[src/rtl/mc_pkg.sv]
// Shared constants and types for the multi-cycle MIPS main control unit.
package mc_pkg;

  localparam int MC_OP_W       = 6;
  localparam int MC_ALU_OP_W   = 3;
  localparam int MC_PC_SRC_W   = 2;

  // Opcode field values (IR[31:26])
  localparam logic [MC_OP_W-1:0] OP_RTYPE = 6'b000000;
  localparam logic [MC_OP_W-1:0] OP_J     = 6'b000010;
  localparam logic [MC_OP_W-1:0] OP_BEQ   = 6'b000100;
  localparam logic [MC_OP_W-1:0] OP_ADDI  = 6'b001000;
  localparam logic [MC_OP_W-1:0] OP_SLTI  = 6'b001010;
  localparam logic [MC_OP_W-1:0] OP_LW    = 6'b100011;
  localparam logic [MC_OP_W-1:0] OP_SW    = 6'b101011;

  // ALU op codes sent to ALU_Ctrl
  localparam logic [MC_ALU_OP_W-1:0] ALU_ADD   = 3'b000;
  localparam logic [MC_ALU_OP_W-1:0] ALU_SUB   = 3'b001;
  localparam logic [MC_ALU_OP_W-1:0] ALU_FUNCT = 3'b010;
  localparam logic [MC_ALU_OP_W-1:0] ALU_ADDI  = 3'b011;
  localparam logic [MC_ALU_OP_W-1:0] ALU_SLTI  = 3'b100;

  // ALU operand and PC source selects
  localparam logic       SRCA_PC      = 1'b0;
  localparam logic       SRCA_RS      = 1'b1;
  localparam logic [1:0] SRCB_RT      = 2'b00;
  localparam logic [1:0] SRCB_FOUR    = 2'b01;
  localparam logic [1:0] SRCB_IMM     = 2'b10;
  localparam logic [1:0] SRCB_IMM_SH2 = 2'b11;
  localparam logic [MC_PC_SRC_W-1:0] PCSRC_ALU    = 2'b00;
  localparam logic [MC_PC_SRC_W-1:0] PCSRC_ALUOUT = 2'b01;
  localparam logic [MC_PC_SRC_W-1:0] PCSRC_JUMP   = 2'b10;

  typedef enum logic [3:0] {
    ST_FETCH    = 4'd0,
    ST_DECODE   = 4'd1,
    ST_MEM_ADDR = 4'd2,
    ST_MEM_RD   = 4'd3,
    ST_MEM_WB   = 4'd4,
    ST_MEM_WR   = 4'd5,
    ST_EXEC_R   = 4'd6,
    ST_R_WB     = 4'd7,
    ST_EXEC_I   = 4'd8,
    ST_I_WB     = 4'd9,
    ST_BRANCH   = 4'd10,
    ST_JUMP     = 4'd11,
    ST_TRAP     = 4'd12
  } state_e;

  // Full control word produced by the state decode
  typedef struct packed {
    logic                   mem_req;
    logic                   mem_read;
    logic                   mem_write;
    logic                   i_or_d;
    logic                   ir_write;
    logic                   pc_write;
    logic                   pc_write_cond;
    logic [MC_PC_SRC_W-1:0] pc_src;
    logic                   alu_src_a;
    logic [1:0]             alu_src_b;
    logic [MC_ALU_OP_W-1:0] alu_op;
    logic                   reg_dst;
    logic                   mem_to_reg;
    logic                   reg_write;
    logic                   illegal;
  } ctrl_t;

  // Dispatch target out of DECODE for a given opcode
  function automatic state_e decode_next(input logic [MC_OP_W-1:0] op);
    state_e nxt;
    case (op)
      OP_RTYPE:       nxt = ST_EXEC_R;
      OP_LW, OP_SW:   nxt = ST_MEM_ADDR;
      OP_ADDI, OP_SLTI: nxt = ST_EXEC_I;
      OP_BEQ:         nxt = ST_BRANCH;
      OP_J:           nxt = ST_JUMP;
      default:        nxt = ST_TRAP;
    endcase
    return nxt;
  endfunction

endpackage

[src/rtl/mc_ctrl_rom.sv]
// Combinational map from FSM state (and opcode, for EXEC_I) to control word.
module mc_ctrl_rom
  import mc_pkg::*;
(
  input  logic [3:0]         state_i,
  input  logic [MC_OP_W-1:0] op_i,
  output ctrl_t              ctrl_o
);

  // Moore decode; unused encodings fall through to an all-zero word
  always_comb begin
    ctrl_o = '0;
    case (state_i)
      ST_FETCH: begin
        ctrl_o.mem_req   = 1'b1;
        ctrl_o.mem_read  = 1'b1;
        ctrl_o.i_or_d    = 1'b0;
        ctrl_o.ir_write  = 1'b1;  // qualified by mem_ready in the top
        ctrl_o.pc_write  = 1'b1;  // qualified by mem_ready in the top
        ctrl_o.alu_src_a = SRCA_PC;
        ctrl_o.alu_src_b = SRCB_FOUR;
        ctrl_o.alu_op    = ALU_ADD;
        ctrl_o.pc_src    = PCSRC_ALU;
      end
      ST_DECODE: begin
        ctrl_o.alu_src_a = SRCA_PC;
        ctrl_o.alu_src_b = SRCB_IMM_SH2;
        ctrl_o.alu_op    = ALU_ADD;
      end
      ST_MEM_ADDR: begin
        ctrl_o.alu_src_a = SRCA_RS;
        ctrl_o.alu_src_b = SRCB_IMM;
        ctrl_o.alu_op    = ALU_ADD;
      end
      ST_MEM_RD: begin
        ctrl_o.mem_req  = 1'b1;
        ctrl_o.mem_read = 1'b1;
        ctrl_o.i_or_d   = 1'b1;
      end
      ST_MEM_WB: begin
        ctrl_o.reg_write  = 1'b1;
        ctrl_o.mem_to_reg = 1'b1;
        ctrl_o.reg_dst    = 1'b0;
      end
      ST_MEM_WR: begin
        ctrl_o.mem_req   = 1'b1;
        ctrl_o.mem_write = 1'b1;
        ctrl_o.i_or_d    = 1'b1;
      end
      ST_EXEC_R: begin
        ctrl_o.alu_src_a = SRCA_RS;
        ctrl_o.alu_src_b = SRCB_RT;
        ctrl_o.alu_op    = ALU_FUNCT;
      end
      ST_R_WB: begin
        ctrl_o.reg_write = 1'b1;
        ctrl_o.reg_dst   = 1'b1;
      end
      ST_EXEC_I: begin
        ctrl_o.alu_src_a = SRCA_RS;
        ctrl_o.alu_src_b = SRCB_IMM;
        ctrl_o.alu_op    = (op_i == OP_SLTI) ? ALU_SLTI : ALU_ADDI;
      end
      ST_I_WB: begin
        ctrl_o.reg_write = 1'b1;
      end
      ST_BRANCH: begin
        ctrl_o.alu_src_a     = SRCA_RS;
        ctrl_o.alu_src_b     = SRCB_RT;
        ctrl_o.alu_op        = ALU_SUB;
        ctrl_o.pc_write_cond = 1'b1;
        ctrl_o.pc_src        = PCSRC_ALUOUT;
      end
      ST_JUMP: begin
        ctrl_o.pc_write = 1'b1;
        ctrl_o.pc_src   = PCSRC_JUMP;
      end
      ST_TRAP: begin
        ctrl_o.illegal = 1'b1;
      end
      default: ctrl_o = '0;
    endcase
  end

endmodule

[src/rtl/multicycle_ctrl.sv]
// Multi-cycle MIPS main control: state register, sequencing and handshake gating.
module multicycle_ctrl
  import mc_pkg::*;
#(
  parameter int OP_W     = 6,
  parameter int ALU_OP_W = 3,
  parameter int PC_SRC_W = 2
) (
  input  logic                clk_i,
  input  logic                rst_i,
  input  logic [OP_W-1:0]     instr_op_i,
  input  logic                mem_ready_i,
  output logic                mem_req_o,
  output logic                mem_read_o,
  output logic                mem_write_o,
  output logic                i_or_d_o,
  output logic                ir_write_o,
  output logic                pc_write_o,
  output logic                pc_write_cond_o,
  output logic [PC_SRC_W-1:0] pc_src_o,
  output logic                alu_src_a_o,
  output logic [1:0]          alu_src_b_o,
  output logic [ALU_OP_W-1:0] alu_op_o,
  output logic                reg_dst_o,
  output logic                mem_to_reg_o,
  output logic                reg_write_o,
  output logic                illegal_o,
  output logic [3:0]          state_o
);

  state_e state_q;
  ctrl_t  ctrl;
  logic   in_fetch;

  // State register and next-state sequencing; reset wins in every state
  always_ff @(posedge clk_i) begin
    if (rst_i) begin
      state_q <= ST_FETCH;
    end else begin
      case (state_q)
        ST_FETCH:    if (mem_ready_i) state_q <= ST_DECODE;
        ST_DECODE:   state_q <= decode_next(instr_op_i);
        ST_MEM_ADDR: state_q <= (instr_op_i == OP_SW) ? ST_MEM_WR : ST_MEM_RD;
        ST_MEM_RD:   if (mem_ready_i) state_q <= ST_MEM_WB;
        ST_MEM_WR:   if (mem_ready_i) state_q <= ST_FETCH;
        ST_EXEC_R:   state_q <= ST_R_WB;
        ST_EXEC_I:   state_q <= ST_I_WB;
        ST_TRAP:     state_q <= ST_TRAP;
        default:     state_q <= ST_FETCH;  // WB/branch/jump and unused codes
      endcase
    end
  end

  mc_ctrl_rom u_rom (
    .state_i (state_q),
    .op_i    (instr_op_i),
    .ctrl_o  (ctrl)
  );

  assign in_fetch = (state_q == ST_FETCH);

  // Write strobes are suppressed while reset is held; IR/PC loads in FETCH
  // only fire on the cycle the instruction word actually arrives.
  assign mem_req_o       = ctrl.mem_req;
  assign mem_read_o      = ctrl.mem_read;
  assign mem_write_o     = ctrl.mem_write & ~rst_i;
  assign i_or_d_o        = ctrl.i_or_d;
  assign ir_write_o      = ctrl.ir_write & mem_ready_i & ~rst_i;
  assign pc_write_o      = ctrl.pc_write & (~in_fetch | mem_ready_i) & ~rst_i;
  assign pc_write_cond_o = ctrl.pc_write_cond & ~rst_i;
  assign pc_src_o        = ctrl.pc_src;
  assign alu_src_a_o     = ctrl.alu_src_a;
  assign alu_src_b_o     = ctrl.alu_src_b;
  assign alu_op_o        = ctrl.alu_op;
  assign reg_dst_o       = ctrl.reg_dst;
  assign mem_to_reg_o    = ctrl.mem_to_reg;
  assign reg_write_o     = ctrl.reg_write & ~rst_i;
  assign illegal_o       = ctrl.illegal;
  assign state_o         = state_q;

endmodule
[config.mk]
export PLATFORM = sky130hd
export DESIGN_NAME = multicycle_ctrl
export DESIGN_NICKNAME = d
export VERILOG_FILES = /design/src/rtl/mc_pkg.sv /design/src/rtl/mc_ctrl_rom.sv /design/src/rtl/multicycle_ctrl.sv
export SDC_FILE = /design/constraint.sdc
export NUM_CORES = 1
export LEC_CHECK = 0
export CORE_UTILIZATION = 38
export DETAILED_ROUTE_END_ITERATION = 7
export HOLD_SLACK_MARGIN = 0.12
export PLACE_DENSITY = 0.78
export SLEW_MARGIN = 5
export SYNTH_ARGS = -nofsm -noshare
export SYNTH_HDL_FRONTEND = slang
export SYNTH_SLANG_ARGS = --single-unit
[constraint.sdc]
create_clock -name clk_i -period 1.54 [get_ports clk_i]
set_input_delay 0.154 -clock clk_i [delete_from_list [all_inputs] [get_ports clk_i]]
set_output_delay 0.154 -clock clk_i [all_outputs]
set_load 0.05 [all_outputs]
==> results of run 1 <==
## cell usage after synthesis, drive strengths merged
library cell	number
clkbuf	4
a31oi	2
nand2b	7
o21a	2
a21o	1
and4	1
xor2	1
or4	2
nor2	11
nor2b	4
nor4	2
or3	2
o21ai	4
a311oi	1
nand3	2
o311a	1
nor4bb	2
inv	3
nor3	5
dfxtp	4
nor3b	2
a21oi	6
a21boi	2
xnor2	1
o31a	1
o211ai	4
nor4b	2
and3	1
nand2	5
o41ai	1
buf	4
o211a	1
## metrics by stage
step	std cells	cell area (um^2)
floorplan	91	823
global placement	145	1400
## cell families after synthesis
family,after synthesis,share of synthesized area
AOI/OAI and AO/OA,26,0.296
buffers and inverters,11,0.0735
DFF,4,0.134
xor gates and xnor gates,2,0.0294
and+or+nand+nor,48,0.466
==> results by group, run 1 <==
Place
  • I/O Buffers: 31
  • RePlAce Congestion: 0.965

Logic synthesis
  • Flops & latches, synth: 4
  • Top post-synthesis cells by area: dfxtp_1 (13%), nand2b_1 (7.4%), nor2_1 (6.9%)
  • Post-synth cell types: 34
  • Post-synthesis sequential area ratio: 0.134
  • Share of the synthesized area in the top cell type: 0.134
  • Mapped Cells: 91
  • Library cell with the largest summed area after synthesis: dfxtp_1
  • Yosys warnings: 0
  • Netlist Area Pre-Place: 596 um^2
  • Syn_area_per_cell: 6.54 um^2
  • Synth Net Count: 100

Run status
  • Exit stage: detailed placement (3_5_place_dp)
  • Status: stopped before the end
  • First Err: [ERROR DPL-0038] Utilization greater than 100%, impossible to legalize

Die
  • FP Rows: 13
  • IO Pins: 32
  • Starting density of the core: 0.431
  • DIE HEIGHT: 41.6 um
  • Die width: 41.6 um
==> run 2: changes to the inputs <==
--- a/config.mk
+++ b/config.mk
@@ -5,10 +5,10 @@
 export SDC_FILE = /design/constraint.sdc
 export NUM_CORES = 1
 export LEC_CHECK = 0
-export CORE_UTILIZATION = 38
+export CORE_AREA = 2 2 63 65
 export DETAILED_ROUTE_END_ITERATION = 7
-export HOLD_SLACK_MARGIN = 0.12
-export PLACE_DENSITY = 0.78
+export DIE_AREA = 0 0 65 67
+export PLACE_DENSITY_LB_ADDON = 0.15
 export SLEW_MARGIN = 5
 export SYNTH_ARGS = -nofsm -noshare
 export SYNTH_HDL_FRONTEND = slang
==> run 2 against run 1 <==
The run now ends clean. Area after synthesis unchanged. Synthesized cell count unchanged.
==> results by group, run 2 <==
Logic synthesis
  • Netlist Area Pre-Place: 596 um^2 (unchanged)
  • Mapped Cells: 91 (unchanged)
  • Cell with the most instances after synthesis: nor2_1
  • Synth Area in Compound Gates: 0.296 (unchanged)
  • Synth Net Count: 100 (unchanged)
  • Largest family of logic cells by synthesized area: simple AND/OR/NAND/NOR gates
  • Flops & latches, synth: 4 (unchanged)
  • Post-synth cell types: 34 (unchanged)
  • Top post-synthesis cells by area: dfxtp_1 (13%), nand2b_1 (7.4%), nor2_1 (6.9%)
  • Post-synthesis sequential area ratio: 0.134 (unchanged)
  • Post-synth top cells: nor2_1 (11), nand2b_1 (7), a21oi_1 (6)
  • EDFF count, synth: 0 (unchanged)
  • Post-synth ARST share: 0 (unchanged)
  • Synth Flop Type: dfxtp_1
  • Syn_area_per_cell: 6.54 um^2 (unchanged)
  • Library cell with the largest summed area after synthesis: dfxtp_1
  • Xor and xnor area share after synthesis: 0.0294 (unchanged)
  • Simple-Gate Fraction of Synth Area: 0.466 (unchanged)
  • Share of the synthesized area in the top cell type: 0.134 (unchanged)
  • Post-Synth Adder-Cell Area: 0 (unchanged)
  • Post-synthesis mux area share: 0 (unchanged)
  • Yosys warnings: 0 (unchanged)

Run status
  • Status: finished, final reports clean

CTS
  • H-tree level count: 1
  • CTS tree: built
  • Clock-pin slew on the worst setup and hold paths: 30 ps
  • # clock sinks: 4
  • Clk Latency, worst-skew pair: 220 ps
  • TritonCTS buffer count: 3
  • Hold_buf cts: 0
  • CTS max path bufs: 2
  • Clock root cell: clkbuf_8

Die
  • DIE HEIGHT: 67 um (+61%)
  • FP Rows: 22 (+9)
  • Core area: 0.00361 mm^2
  • Starting density of the core: 0.165 (-0.266)
  • IO Pins: 32 (unchanged)
  • Die width: 65 um (+56%)
  • Total die area: 0.00436 mm^2

Layout
  • Design area: 0.00165 mm^2
  • Final nets: 156
  • Layout cell share with drive strength beyond 1: 0.630
  • Most frequent cells in the layout: buf_4 (28), buf_12 (21), nand2b_1 (6), dlygate4sd2_1 (6), nor2_4 (5)
  • Most common cell after layout, fill and taps aside: buf_4
  • Number of diodes: 0
  • P&R area growth vs syn: 177%
  • Max reg flops: 4

Worst hold path
  • Hold path cells: 1
  • Hold EP: state_o[3]
  • Hold Crit Class: reg -> reg
  • HP Start: state_o[1]

Flow run
  • Number of max-cap violations: 0

Timing
  • Peak Freq: 656 MHz
  • Max transition margin: 0.816
  • Final min period: 1520 ps
  • RSZ-0062 raised after global routing: yes
  • Final Skew: 5.58 ps
  • Endpoints failing setup: 0
  • Max Slew Vio Count: 0
  • Endpoints failing hold: 0
  • Final period util: 0.989
  • Worst-Margin Slew: 273 ps

Power
  • Combinational share of power: 0.664
  • Int Power: 0.650 mW
  • Worst vdd ir: 0.000207 V
  • Switching power: 0.505 mW
  • PwrDens: 699 mW/mm^2
  • Clock network fraction of design power: 0.209
  • Switch share: 0.437
  • Total Power: 1.15 mW
  • Sequential share of power: 0.127
  • Pleak: 0.628 nW

Global routing
  • Overflow after GRT: 0
  • Initial antenna violation count: 0
  • Pin count of the biggest net entering global routing: 16
  • Vias in the first global route: 924
  • Total GRT Usage: 0.125
  • First-pass GRT wire length: 4.15 mm

Route
  • Via/cell ratio: 4.56
  • DRT Pass-1 Iters: 4
  • DR vias: 884
  • DRC viols: 0
  • DRT iter0 DRCs: 49
  • DR WL/cell: 12.7 um
  • Post-Route WL: 2.47 mm
  • Detail Route Antenna Nets: 0

Worst setup path
  • FF-to-FF setup slack: 90 ps
  • WP data required: 1390 ps
  • Critical setup path kind: reg -> out
  • R2r worst-path depth: 5
  • FF-to-FF Start: state_o[1]
  • Setup crit start kind: flip-flop
  • Worst-path fanout max: 9
  • Crit path capture type: output pin
  • RR Endpoint: state_o[2]
  • CP arrival: 1370 ps

Place
  • Placed instance area: 0.00147 mm^2
  • I/O Buffers: 31 (unchanged)
  • Post-DP HPWL: 1.85 mm
  • RePlAce Congestion: 0.757 (-22%)
-- run 2: worst max-delay path, cell delays in order, from the launching register on --
cell     delay, ps
dfxtp_4        430
xor2_4         200
nor3b_2         60
a31oi_1        230
nor2_4          70
buf_12         150
-- run 2: per-layer routing --
layer  part of all wire  GRT usage
met4              0.011     0.0638
met3              0.036     0.0236
met2               0.55      0.237
met1               0.40      0.129
met5                  0          0
-- run 2: kinds of logic (layout without fill, tap and decap cells) --
group | Yosys count | count (layout)
AO/OA/AOI/OAI | 26 | 26
AND/OR/NAND/NOR | 48 | 48
buffers and inverters | 11 | 66
XOR/XNOR | 2 | 2
flip-flops | 4 | 4
-- run 2: timing repair --
item | 4_1_cts | 5_1_grt
endpoints found under the setup margin | 14 | 7
pin swaps | 7 | 0
buffers inserted | 5 | 2
resized for setup | 22 | 7
-- run 2: power groups by stage --
| stage | registers [mW] | logic, mW | clock network [mW] |
|---|---|---|---|
| after floorplan | 0.158 | 0.404 | 0 |
| after global placement | 0.159 | 0.708 | 0 |
| after detailed placement | 0.159 | 0.712 | 0 |
| after CTS | 0.147 | 0.753 | 0.249 |
| after global routing | 0.150 | 0.801 | 0.258 |
| final | 0.146 | 0.767 | 0.241 |
-- run 2: worst max-delay path by stage --
stage                              to  slack, ps  cells past startpoint     startpoint
after CTS                 reg_write_o          3                      5     state_o[1]
after global placement     state_o[0]       -380                      5  instr_op_i[0]
final                     reg_write_o         20                      5     state_o[1]
after detailed placement   state_o[1]       -440                      6  instr_op_i[1]
after global routing      reg_write_o        -50                      5     state_o[1]
after floorplan            state_o[2]       -230                      4     state_o[2]
-- run 2: area by class of cell --
cell class,instances,area (um^2)
Clock buffer,4,45.0
Fill cell,353,1950
Inverter,3,11.3
Multi-Input combinational cell,76,714
Sequential cell,4,95.1
Tap cell,48,60.1
Timing Repair Buffer,59,726
-- run 2: metrics by stage --
step	setup slack (ps)	std cells	utilization	setup TNS [ps]	hold slack, ps
after CTS	3.29	192	0.446	0	519
final	16.7	194	0.458	0	538
after floorplan	-232	91	-	-705	223
after detailed placement	-438	183	0.409	-2300	598
after global placement	-382	183	0.409	-2080	591
after global routing	-46.9	194	0.458	-215	555
(Power assumes the default switching activity.)
